**config.mk**
```make
export PLATFORM = sky130hd
export DESIGN_NAME = strlen_controller
export DESIGN_NICKNAME = d
export VERILOG_FILES = /design/src/rtl/strlen_controller.sv
export SDC_FILE = /design/constraint.sdc
export NUM_CORES = 1
export LEC_CHECK = 0
export CAP_MARGIN = 25
export CORE_MARGIN = 3
export CORE_UTILIZATION = 51
export CTS_BUF_LIST = sky130_fd_sc_hd__clkbuf_8
export DETAILED_ROUTE_END_ITERATION = 6
export PLACE_DENSITY_LB_ADDON = 0.25
export SYNTH_ARGS = -nofsm -noshare
export SYNTH_HDL_FRONTEND = slang
export SYNTH_SLANG_ARGS = --single-unit
```
**constraint.sdc**
```tcl
create_clock -name clk -period 5 [get_ports clk]
set_input_delay 1 -clock clk [delete_from_list [all_inputs] [get_ports clk]]
set_output_delay 1 -clock clk [all_outputs]
set_load 0.01 [all_outputs]
```
**src/rtl/strlen_controller.sv**
```systemverilog
// Measures a null-terminated byte string in word-addressed 64-bit memory, one word per read.
// Optional macro STRLEN_CYCLE_COUNT_EN adds a 32-bit cycle_count output counting busy cycles.
module strlen_controller #(
    parameter int ADDR_W    = 16,
    parameter int LEN_W     = 16,
    parameter int MAX_WORDS = 256
) (
    input  logic              clk,
    input  logic              reset,
    input  logic              start,
    input  logic [ADDR_W-1:0] base_addr,
    output logic              busy,
    output logic              done,
    output logic [LEN_W-1:0]  str_len,
    output logic              error,
    output logic              mem_rd_en,
    output logic [ADDR_W-1:0] mem_addr,
    input  logic [63:0]       mem_rdata,
    input  logic              mem_rvalid
`ifdef STRLEN_CYCLE_COUNT_EN
    ,
    output logic [31:0]       cycle_count
`endif
);

    localparam int CNT_W = (MAX_WORDS > 1) ? $clog2(MAX_WORDS) : 1;
    localparam logic [CNT_W-1:0] LAST_WORD = CNT_W'(MAX_WORDS - 1);

    typedef enum logic [1:0] {
        IDLE,
        REQ,
        WAIT,
        DONE
    } state_t;

    state_t           state;
    logic [LEN_W-1:0] acc;
    logic [CNT_W-1:0] count;
    logic [3:0]       word_len;

    // Non-null bytes counted from the least-significant byte; 8 means no terminator in this word.
    function automatic logic [3:0] length_finder(input logic [63:0] word);
        logic [3:0] n;
        logic       hit;
        n   = 4'd8;
        hit = 1'b0;
        for (int i = 0; i < 8; i++) begin
            if (!hit && word[8*i +: 8] == 8'h00) begin
                n   = 4'(i);
                hit = 1'b1;
            end
        end
        return n;
    endfunction

    assign word_len = length_finder(mem_rdata);

    always_ff @(posedge clk) begin
        if (reset) begin
            state     <= IDLE;
            busy      <= 1'b0;
            done      <= 1'b0;
            str_len   <= '0;
            error     <= 1'b0;
            mem_rd_en <= 1'b0;
            mem_addr  <= '0;
            acc       <= '0;
            count     <= '0;
        end else begin
            done      <= 1'b0;
            mem_rd_en <= 1'b0;
            case (state)
                IDLE: begin
                    if (start) begin
                        mem_addr  <= base_addr;
                        acc       <= '0;
                        count     <= '0;
                        error     <= 1'b0;
                        busy      <= 1'b1;
                        mem_rd_en <= 1'b1;
                        state     <= REQ;
                    end
                end
                REQ: begin
                    state <= WAIT;
                end
                WAIT: begin
                    if (mem_rvalid) begin
                        if (word_len != 4'd8) begin
                            str_len <= acc + LEN_W'(word_len);
                            busy    <= 1'b0;
                            done    <= 1'b1;
                            state   <= DONE;
                        end else if (count == LAST_WORD) begin
                            // Word budget exhausted with no terminator seen.
                            str_len <= acc + LEN_W'(8);
                            error   <= 1'b1;
                            busy    <= 1'b0;
                            done    <= 1'b1;
                            state   <= DONE;
                        end else begin
                            acc       <= acc + LEN_W'(8);
                            count     <= count + CNT_W'(1);
                            mem_addr  <= mem_addr + ADDR_W'(1);
                            mem_rd_en <= 1'b1;
                            state     <= REQ;
                        end
                    end
                end
                DONE: begin
                    state <= IDLE;
                end
                default: begin
                    state <= IDLE;
                end
            endcase
        end
    end

`ifdef STRLEN_CYCLE_COUNT_EN
    always_ff @(posedge clk) begin
        if (reset) begin
            cycle_count <= '0;
        end else if (state == IDLE && start) begin
            cycle_count <= '0;
        end else if (busy) begin
            cycle_count <= cycle_count + 32'd1;
        end
    end
`endif

endmodule

```
==> flow_summary.ini <==
[run_status]
status = complete, no violations

[placed_design]
gp_congestion = 0.971
dp_hpwl_um = 7490
portBuffers = 119
dp_slack_ps = 856
dp.cells = 613

[drt]
vias_per_cell = 6.06
num_vias = 3818
first_iter_violations = 403
final_antenna_net_count = 0
totalWireLength_um = 10200
firstDrtPassIters = 6
post_drt_wl_per_cell_um = 16.3
drcViolationCount = 0

[sta]
finalCritPeriodShare = 0.760
setup_violations = 0
skew_ps = 14.8
slew_headroom = 0.530
tightest_slew_ps = 704
rsz0062_at_grt = false
hold_violations = 0
setup_ws_ps = 1200
finalCriticalPeriod_ps = 3800
hold_ws_ps = 474
finalMaxSlewViolations = 0
clock.fmax_mhz = 263
finalSetupTns_ps = 0

[worst_setup_path]
worst-path-max-fanout = 22
cpMaxStageDelayCell = or4_1
crit_path_end_kind = flip-flop
crit_top_cell = or4_1
r2r_cells = 8
crit_chain = clkdlybuf4s50_1 > or4_1 > nor2_1 > or4_1 > o31ai_4 > nand2_1 > or3_1 > a21oi_1
slowest_delay_ps = 800
critPathRequiredTime_ps = 5270
crit_type = in2reg
cp-start-kind = input pin
cp.arrival_ps = 4070

[floorplanning]
die_y_um = 88.0
core_mm2 = 0.00642
dieArea_mm2 = 0.00774
rows = 29
initial_core_util = 0.534
die_w_um = 88.0
io_pins = 120

[cts]
cts.repair.resized = 0
cts_sinks = 59
cts_tree = yes
clock_latency_ps = 350
clockBufferDepth = 2
clk_pin_slew_ps = 80
htreeDepth = 3
hold_buffers = 0
cts-root-buf = clkbuf_8
cts_made_buffers = 9
cts_setup_buffers = 0

[worst_hold_path]
hp-class = reg2reg
min_path_cells = 2

[finish]
fin_cells = 630
syn_to_final_growth_pct = 41.5
final_nets = 637
diodes = 0
drive_above_1_share = 0.0705
multi_input_area_mm2 = 0.00209
nFillCells = 480
seq_area_mm2 = 0.00118

[grt]
grt_pass1_vias = 3473
grtUsageMet2 = 0.459
grt_util_met3 = 0.0715
grt_pass1_wl_um = 16300
antenna_found_initial = 0
track_usage = 0.269
grt-busiest-layer = met2
use_met1 = 0.326
gr-total-overflow = 0
grt_max_degree = 59

[synth]
ys_types = 59
syn_nets = 532
synth_edf_count = 0
synth_area_mm2 = 0.00343
yosysSeqAreaShare = 0.345
synth-seq-cells = 59
synthTopCellsByCount = dfxtp_1 (59), nor2_1 (54), a21oi_1 (44), nand2_1 (38)
synth_top_area_share = 0.345
yosysTopAreaCell = dfxtp_1
synth.most_common_cell = dfxtp_1
syn_inst = 443
syn_area_per_cell_um2 = 7.74
ys_async_sr_fraction = 0
synth.area.top_cells = dfxtp_1 (34%), a21oi_1 (6.4%), nor2_1 (5.9%)
synth_ff_type = dfxtp_1
ys_warn_count = 0

[power_and_ir_drop]
total_power_mw = 1.19
power.density_mw_per_mm2 = 245
leakage_nw = 1.68
vdd_drop_max_v = 0.000153

[flow_run]
maxCapViolations = 0
## through the flow
stage,utilization,area (um^2)
2_1_floorplan,-,3430
3_3_place_gp,0.718,4610
3_5_place_dp,0.718,4610
4_1_cts,0.752,4830
5_1_grt,0.755,4850
6_report,0.755,4850
## routing by layer
metal | up-vias | share of wire
met5 | - | 0
met1 | 1768 | 0.40
met3 | 21 | 0.081
met2 | 194 | 0.50
li1 | 1835 | -
met4 | 0 | 0.020
## final cells by class
class | count | share of cell area
clock inverter | 6 | 0.0168
multi-input combinational | 348 | 0.430
sequential | 59 | 0.244
timing repair buffer | 126 | 0.258
tap | 77 | 0.0199
inverter | 4 | 0.00310
clock buffer | 10 | 0.0284
## registers in the layout, indices dropped and copies added, names as in the netlist
name / cells
count: 8
state: 2
done: 1
error: 1
mem_rd_en: 1
acc: 13
mem_addr: 16
busy: 1
str_len: 16
## logic make-up (layout without fill, tap and decap cells)
family | count (synthesis) | count (layout) | share of synthesized area
multiplexers | 2 | 2 | 0.00584
AO/OA/AOI/OAI | 118 | 118 | 0.228
XOR/XNOR | 18 | 18 | 0.0460
AND/OR/NAND/NOR | 204 | 204 | 0.309
adder cells (fa/ha/maj) | 5 | 5 | 0.0182
other | 1 | 1 | 0.00109
buffers and inverters | 36 | 146 | 0.0467
flip-flops | 59 | 59 | 0.345
## power by group
group          internal (mW)  switching [mW]
clock network          0.291           0.195
registers              0.486          0.0172
logic                  0.114          0.0879
total                  0.891           0.300
## critical path: cells and delay by family
family	cells	cell delay, ps
AOI/OAI and AO/OA	2	600
buffers and inverters	1	460
and+or+nand+nor	5	2010
## cell usage in the layout (no fill, tap or decap), drive strengths merged, types with 13 or more instances in the layout
master / instances
clkdlybuf4s50: 118
dfxtp: 59
nor2: 55
a21oi: 44
nand2: 38
o21ai: 24
nand3: 23
nor3: 17
nor4: 15
a211oi: 13
## worst paths after layout
check | slack, ps | startpoint | endpoint
hold reg to reg | 470 | count[1]$_SDFFE_PP0P_ | count[1]$_SDFFE_PP0P_
hold / removal | 470 | count[1]$_SDFFE_PP0P_ | count[1]$_SDFFE_PP0P_
setup reg to reg | 2410 | count[0]$_SDFFE_PP0P_ | count[5]$_SDFFE_PP0P_
setup / recovery | 1200 | mem_rdata[35] | count[5]$_SDFFE_PP0P_
No activity file was read; power rests on OpenSTA's default activity.
